File: src/rtl/mem_arb_pkg.sv
// Shared types and defaults for the fetch/data memory port arbiter.
package mem_arb_pkg;

   localparam int DEF_ADDR_W = 16;
   localparam int DEF_DATA_W = 16;
   localparam int STREAK_W   = 4;

   typedef enum logic [1:0] {
      ARB_IDLE = 2'd0,
      ARB_I    = 2'd1,
      ARB_D    = 2'd2
   } arb_state_e;

endpackage

File: src/rtl/mem_arb_prio.sv
// Grant decision for the idle slot plus the fetch-starvation streak counter.
module mem_arb_prio
   import mem_arb_pkg::*;
#(
   parameter int STREAK_MAX = 4
) (
   input  logic clk,
   input  logic rst,
   input  logic arb_en,
   input  logic if_req,
   input  logic dm_req,
   output logic grant_i,
   output logic grant_d
);

   localparam logic [STREAK_W-1:0] SMAX = STREAK_W'(STREAK_MAX);

   logic [STREAK_W-1:0] streak;
   logic                force_i;

   // Data wins unless fetch has already been passed over SMAX times.
   assign force_i = if_req && (streak == SMAX);
   assign grant_d = arb_en && dm_req && !force_i;
   assign grant_i = arb_en && if_req && !grant_d;

   always_ff @(posedge clk) begin
      if (rst) begin
         streak <= '0;
      end else if (arb_en) begin
         if (!if_req || grant_i) begin
            streak <= '0;
         end else if (streak != SMAX) begin
            streak <= streak + 1'b1;
         end
      end
   end

endmodule

File: src/rtl/mem_port_arbiter.sv
// Shares one single-ported memory between fetch (read) and data (read/write);
// one access in flight, strobes held until the memory's done pulse.
module mem_port_arbiter
   import mem_arb_pkg::*;
#(
   parameter int ADDR_W     = DEF_ADDR_W,
   parameter int DATA_W     = DEF_DATA_W,
   parameter int STREAK_MAX = 4
) (
   input  logic              clk,
   input  logic              rst,
   input  logic              if_req,
   input  logic [ADDR_W-1:0] if_addr,
   output logic [DATA_W-1:0] if_rdata,
   output logic              if_done,
   output logic              if_stall,
   input  logic              dm_req,
   input  logic              dm_we,
   input  logic [ADDR_W-1:0] dm_addr,
   input  logic [DATA_W-1:0] dm_wdata,
   output logic [DATA_W-1:0] dm_rdata,
   output logic              dm_done,
   output logic              dm_stall,
   output logic [ADDR_W-1:0] mem_addr,
   output logic              mem_re,
   output logic              mem_we,
   output logic [DATA_W-1:0] mem_wdata,
   input  logic [DATA_W-1:0] mem_rdata,
   input  logic              mem_done
);

   arb_state_e state;
   logic       arb_en;
   logic       grant_i;
   logic       grant_d;

   assign arb_en = (state == ARB_IDLE);

   mem_arb_prio #(
      .STREAK_MAX (STREAK_MAX)
   ) u_prio (
      .clk     (clk),
      .rst     (rst),
      .arb_en  (arb_en),
      .if_req  (if_req),
      .dm_req  (dm_req),
      .grant_i (grant_i),
      .grant_d (grant_d)
   );

   // mem_done only counts for the current owner; idle pulses are dropped.
   assign if_done  = (state == ARB_I) && mem_done;
   assign dm_done  = (state == ARB_D) && mem_done;
   assign if_rdata = if_done ? mem_rdata : '0;
   assign dm_rdata = dm_done ? mem_rdata : '0;
   assign if_stall = if_req && !if_done;
   assign dm_stall = dm_req && !dm_done;

   always_ff @(posedge clk) begin
      if (rst) begin
         state     <= ARB_IDLE;
         mem_addr  <= '0;
         mem_re    <= 1'b0;
         mem_we    <= 1'b0;
         mem_wdata <= '0;
      end else begin
         unique case (state)
            ARB_IDLE: begin
               if (grant_d) begin
                  state     <= ARB_D;
                  mem_addr  <= dm_addr;
                  mem_re    <= !dm_we;
                  mem_we    <= dm_we;
                  mem_wdata <= dm_wdata;
               end else if (grant_i) begin
                  state    <= ARB_I;
                  mem_addr <= if_addr;
                  mem_re   <= 1'b1;
                  mem_we   <= 1'b0;
               end
            end
            ARB_I, ARB_D: begin
               if (mem_done) begin
                  state  <= ARB_IDLE;
                  mem_re <= 1'b0;
                  mem_we <= 1'b0;
               end
            end
            default: begin
               state  <= ARB_IDLE;
               mem_re <= 1'b0;
               mem_we <= 1'b0;
            end
         endcase
      end
   end

endmodule

File: config.mk
export PLATFORM = sky130hd
export DESIGN_NAME = mem_port_arbiter
export DESIGN_NICKNAME = d
export VERILOG_FILES = /design/src/rtl/mem_arb_pkg.sv /design/src/rtl/mem_arb_prio.sv /design/src/rtl/mem_port_arbiter.sv
export SDC_FILE = /design/constraint.sdc
export NUM_CORES = 1
export LEC_CHECK = 0
export CAP_MARGIN = 20
export CORE_UTILIZATION = 32
export DETAILED_ROUTE_END_ITERATION = 12
export PLACE_DENSITY = 0.74
export SLEW_MARGIN = 15
export SYNTH_ARGS = -nofsm -noshare
export SYNTH_HDL_FRONTEND = slang
export SYNTH_SLANG_ARGS = --single-unit
File: constraint.sdc
create_clock -name clk -period 1.9 [get_ports clk]
set_input_delay 0.38 -clock clk [delete_from_list [all_inputs] [get_ports clk]]
set_output_delay 0.38 -clock clk [all_outputs]
set_load 0.01 [all_outputs]
* Word-level counts from Yosys, hierarchy flattened
Cells that the tools add are included.
** Storage, ports and cells
- Output and inout bits :: 70
- Bits in latches :: 0
- Flip-flop bits (word level) :: 40
- RAM bits :: 0
- Memories :: 0
- Input bits :: 70
- Word-level logic and storage cells :: 54
- Memory bits (read-only) :: 0
** Cells by class
- Bitwise gates (word level) :: 0
- $add $sub $neg :: 1
- Eq/ne operators :: 6
- Reduce and logical (&&, ||, !) cells :: 24
- Order comparisons :: 0
- Muxes and demuxes :: 17
- $mul :: 0
- Div/mod/pow operators :: 0
- Shift operators :: 0
** Operator list (count)
- two-way mux 16 bit :: 4
- logical AND 1 bit :: 9
- two-way mux 4 bit :: 2
- AND reduction 2 bit :: 4
- zero test 1 bit :: 6
- two-way mux 2 bit :: 3
- two-way mux 1 bit :: 5
- adder 4 x 1 -> 4 bit (second input constant) :: 1
- == test 4 x 3 -> 1 bit (second input constant) :: 1
- inequality test 4 x 3 -> 1 bit (second input constant) :: 1
- one-hot mux 1 bit (2 select lines) :: 2
- one-hot mux 2 bit (2 select lines) :: 1
- nonzero test 2 bit :: 2
- inequality test 3 bit (second input constant) :: 1
- == test 2 x 1 -> 1 bit (second input constant) :: 1
- == test 2 bit (second input constant) :: 1
- zero test 2 bit :: 1
- inequality test 2 bit (second input constant) :: 1
- OR reduction 2 bit :: 1
- logical OR 1 bit :: 1

* Depth between registers and ports, before layout
- Word-level depth :: 9
- Mapped depth :: 7
- Gate-level depth less buffers :: 5

* By module
Synthesis repeated with hierarchy kept, for this count alone.
** Second synthesis, totals
- Cell total of the unflattened synthesis :: 242
- Area total of the unflattened synthesis :: 2033.2 sq um
** Modules (own cells, without submodules)
- mem_port_arbiter :: area an instance 1785.5 sq um, times used 1, cells each 212, sequential area each 720.7 sq um
- mem_arb_prio :: area an instance 247.7 sq um, times used 1, cells each 30, sequential area each 80.1 sq um

* Worst setup path before layout
No wires, ideal clock.
- Path kind :: flip-flop to flip-flop
- Start :: reg state[0]
- End :: reg mem_re
- Library setup time :: 93 ps
- Buffers on the path :: 0
- Stages on the path, launching flop included :: 6
- Clock period less this slack :: 1501 ps
- Data required time :: 1807 ps
- Arrival time :: 1408 ps
- Slack :: 399 ps
- Cell sequence :: dfxtp_1 inv_1 ha_1 nor2b_2 or4b_1 o32ai_1
** On the way
- Longest elaborated chain between the ends :: 7
- Elaborated cells on any way between the ends :: 14
- Classes of those cells :: eq/ne (4); mux (2); reduce/logical (8)
** Ends and longest elaborated chain
- from (decl) :: line mem_port_arbiter.sv:32 : arb_state_e state;
- from (signal assigned) :: line mem_port_arbiter.sv:61 : state <= ARB_IDLE;
- from (signal assigned) :: line mem_port_arbiter.sv:70 : state <= ARB_D;
- from (signal assigned) :: line mem_port_arbiter.sv:76 : state <= ARB_I;
- zero test 2 bit :: line mem_port_arbiter.sv:37, mem_port_arbiter.sv:67
- logical AND 1 bit (2 in series) :: line mem_arb_prio.sv:23 : assign grant_d = arb_en && dm_req && !force_i;
- zero test 1 bit :: line mem_arb_prio.sv:24 : assign grant_i = arb_en && if_req && !grant_d;
- logical AND 1 bit :: line mem_arb_prio.sv:24
- inequality test 3 bit (no source line)
- AND reduction 2 bit (no source line)
- to (signal assigned) :: line mem_port_arbiter.sv:72 : mem_re <= !dm_we;
- to (decl) :: line mem_port_arbiter.sv:25 : output logic mem_re,
Several ways; a longest one is shown, not always the timed one.
A chain may end at the register's enable or synchronous reset.

* Worst setup path after layout
- Start :: reg state[0]
- End :: out if_stall
** On the way
- Longest elaborated chain between the ends :: 4
** Ends and longest elaborated chain
- == test 2 x 1 -> 1 bit :: line mem_port_arbiter.sv:52 : assign if_done = (state == ARB_I) && mem_done;
- logical AND 1 bit :: line mem_port_arbiter.sv:52
- zero test 1 bit :: line mem_port_arbiter.sv:56 : assign if_stall = if_req && !if_done;
- logical AND 1 bit :: line mem_port_arbiter.sv:56
- to (decl) :: line mem_port_arbiter.sv:16 : output logic if_stall,
No other way between the ends.

==> impl_metrics.py <==
metrics = {
    "logic_synthesis": {
        "yosys-top-cells-area": "dfxtp_1 (37%), and3_1 (9.9%), nand3_1 (7.5%)",
        "syn_area_um2": 2140,
        "yosysSeqAreaShare_pct": 37.4,
        "yosys_register_bits": 40,
        "syn-mean-instance-area_um2": 8.16,
        "synthTopCellsByCount": "dfxtp_1 (40), and3_1 (34), nand3_1 (32), o21ai_0 (32), a21oi_1 (18)",
        "synth.distinct_cells": 35,
        "yosysMostFrequentCell": "dfxtp_1",
        "synth_cells": 262,
        "synth_flop_cell": "dfxtp_1",
        "synth_top_cell_by_area": "dfxtp_1",
        "synth_edf_count": 0,
        "synth_top_area_share_pct": 37.4,
        "synthArstFlopShare_pct": 0,
        "synth_nets": 338,
        "ys_warn_count": 0,
    },
    "drt": {
        "routed-via-count": 2573,
        "drc": 0,
        "routedWlPerCell_um": 14.9,
        "drt_first_pass_iters": 4,
        "drtAntennaViolNets": 0,
        "wirelength_um": 7180,
        "viasPerCell": 5.35,
        "drt_iter0_drc": 114,
    },
    "place": {
        "dp_hpwl_um": 5390,
        "dp_worst_setup_slack_ns": -0.334,
        "place.gp.congestion": 0.791,
        "portBuffers": 139,
    },
    "die": {
        "dieArea_um2": 7010,
        "die-height_um": 83.7,
        "fp.dieW_um": 83.7,
        "pin_count": 140,
        "fp-row-count": 29,
        "initial_core_util_pct": 33.5,
        "core_area_um2": 6390,
    },
    "power": {
        "p_per_area_nw_per_um2": 626,
        "leakagePower_uw": 0.00165,
        "peakVddDrop_mv": 0.370,
    },
    "run": {
        "max_cap_viol_count": 0,
    },
    "outcome": {
        "status": "complete, no violations",
    },
    "timing": {
        "tns_ns": 0,
        "relSlewSlack_pct": 68.2,
        "hold_viol": 0,
        "min_period_ns": 1.84,
        "max_freq_mhz": 544,
        "fin_crit_sh_pct": 96.7,
        "layout_setup_ws_ns": 0.0623,
        "finalSetupViolations": 0,
        "skew_ns": 0.00637,
        "slew_viol_final": 0,
        "worst_pin_slew_ns": 0.473,
    },
    "clock_network": {
        "cts.hold.buffers_added": 0,
        "cts_root_buffer": "clkbuf_8",
        "clk_latency_ns": 0.29,
        "cts_made_buffers": 5,
        "h-tree-depth": 2,
        "cts_tree": "built",
        "clock_path_buffers": 2,
        "clkTransAtPathRegs_ns": 0.08,
        "clock_sinks": 40,
    },
    "min_path": {
        "min_path_cells": 2,
        "hp-class": "reg -> reg",
    },
    "finish": {
        "antenna_cells": 0,
        "drive_gt1_share_pct": 12.6,
        "area_growth_syn_to_layout_pct": 76.5,
        "nNetsFinal": 480,
    },
    "worst_setup_path": {
        "endpoint_kind": "output port",
        "worstPathMaxFanout": 17,
        "critPathArrivalTime_ns": 1.46,
        "worst-r2r-cell-count": 6,
        "cp.required_ns": 1.52,
        "crit_path_start_kind": "flip-flop",
        "crit_type": "reg -> out",
    },
    "global_routing": {
        "grt_pass1_vias": 2411,
        "grt_pass1_wl_um": 11700,
        "grt_usage_pct": 20.4,
        "grt_max_degree": 36,
        "gr-total-overflow": 0,
        "antenna_found_initial": 0,
    },
}
-- kinds of logic after synthesis --
family	synth area share (%)
AND/OR/NAND/NOR	25.7
flip-flops	37.4
buffers and inverters	7.55
adder cells (fa/ha/maj)	3.51
AO/OA/AOI/OAI	25.4
XOR/XNOR	0.410
-- power breakdown --
| group | switching (µW) | internal (µW) | total [µW] |
|---|---|---|---|
| clock network | 294 | 250 | 544 |
| logic | 375 | 477 | 852 |
| registers | 42.1 | 926 | 968 |
| total | 711 | 1650 | 2360 |
-- layout by cell type, fill, tap and decap left out, types with 6 or more instances in the layout --
| cell type | count |
|---|---|
| a31oi_1 | 6 |
| and3_1 | 34 |
| dlygate4sd2_1 | 19 |
| clkdlybuf4s15_1 | 11 |
| buf_4 | 19 |
| dfxtp_1 | 39 |
| a21oi_1 | 18 |
| o21ai_0 | 32 |
| nor2_1 | 12 |
| clkdlybuf4s50_1 | 102 |
| inv_1 | 7 |
| a311oi_2 | 8 |
| o21ai_1 | 7 |
| nand3_1 | 32 |
-- flip-flops by register name, summed over array words and instances, names as in the netlist --
name	flops
u_prio.streak	4
state	2
mem_wdata	16
mem_addr	16
mem_re	1
mem_we	1
-- per-stage QoR --
step	total power [µW]	hold slack, ns	std cells	utilization (%)	instance area (µm²)
after CTS	2380	0.479	480	59.3	3790
after global routing	2500	0.503	481	59.1	3770
after floorplan	1370	0.485	262	-	2140
after global placement	1840	0.454	473	58.3	3730
final	2360	0.476	481	59.1	3770
after detailed placement	1850	0.469	473	58.3	3730
-- final cells by class --
type | instances | area (µm²)
inverter | 7 | 26.3
fill | 597 | 2610
timing repair buffer | 163 | 1580
clock inverter | 1 | 5.00
multi-input combinational | 187 | 1190
clock buffer | 6 | 72.6
sequential | 40 | 802
tap | 77 | 96.3
-- repair_timing --
action,CTS,global route
gates resized for setup,51,16
setup endpoints to repair,36,17
setup buffers,0,1
-- critical path: stages, from the launching register on --
cell and delay (ns):
dfxtp_2 0.32, buf_4 0.13, ha_4 0.20, and2_1 0.18, nor2_1 0.10, clkdlybuf4s15_1 0.25
-- final timing paths --
check                             from                         to  slack [ns]
max              state[0]$_SDFFE_PP0P_                   if_stall        0.06
min          mem_wdata[3]$_SDFFE_PP0P_  mem_wdata[3]$_SDFFE_PP0P_        0.48
max reg2reg      state[1]$_SDFFE_PP0P_        mem_re$_SDFFE_PP0P_        0.25
min reg2reg  mem_wdata[3]$_SDFFE_PP0P_  mem_wdata[3]$_SDFFE_PP0P_        0.48
-- metal layers --
| metal | wire length [µm] | track usage (%) | up-vias | share of wire (%) |
|---|---|---|---|---|
| li1 | - | - | 1241 | - |
| met1 | 2920 | 24.1 | 1201 | 41 |
| met2 | 3620 | 36.9 | 120 | 50 |
| met3 | 535 | 4.95 | 11 | 7.4 |
| met4 | 107 | 4.78 | 0 | 1.5 |
| met5 | 0 | 0 | - | 0 |
Note: power is estimated with default switching activity, not from simulation.
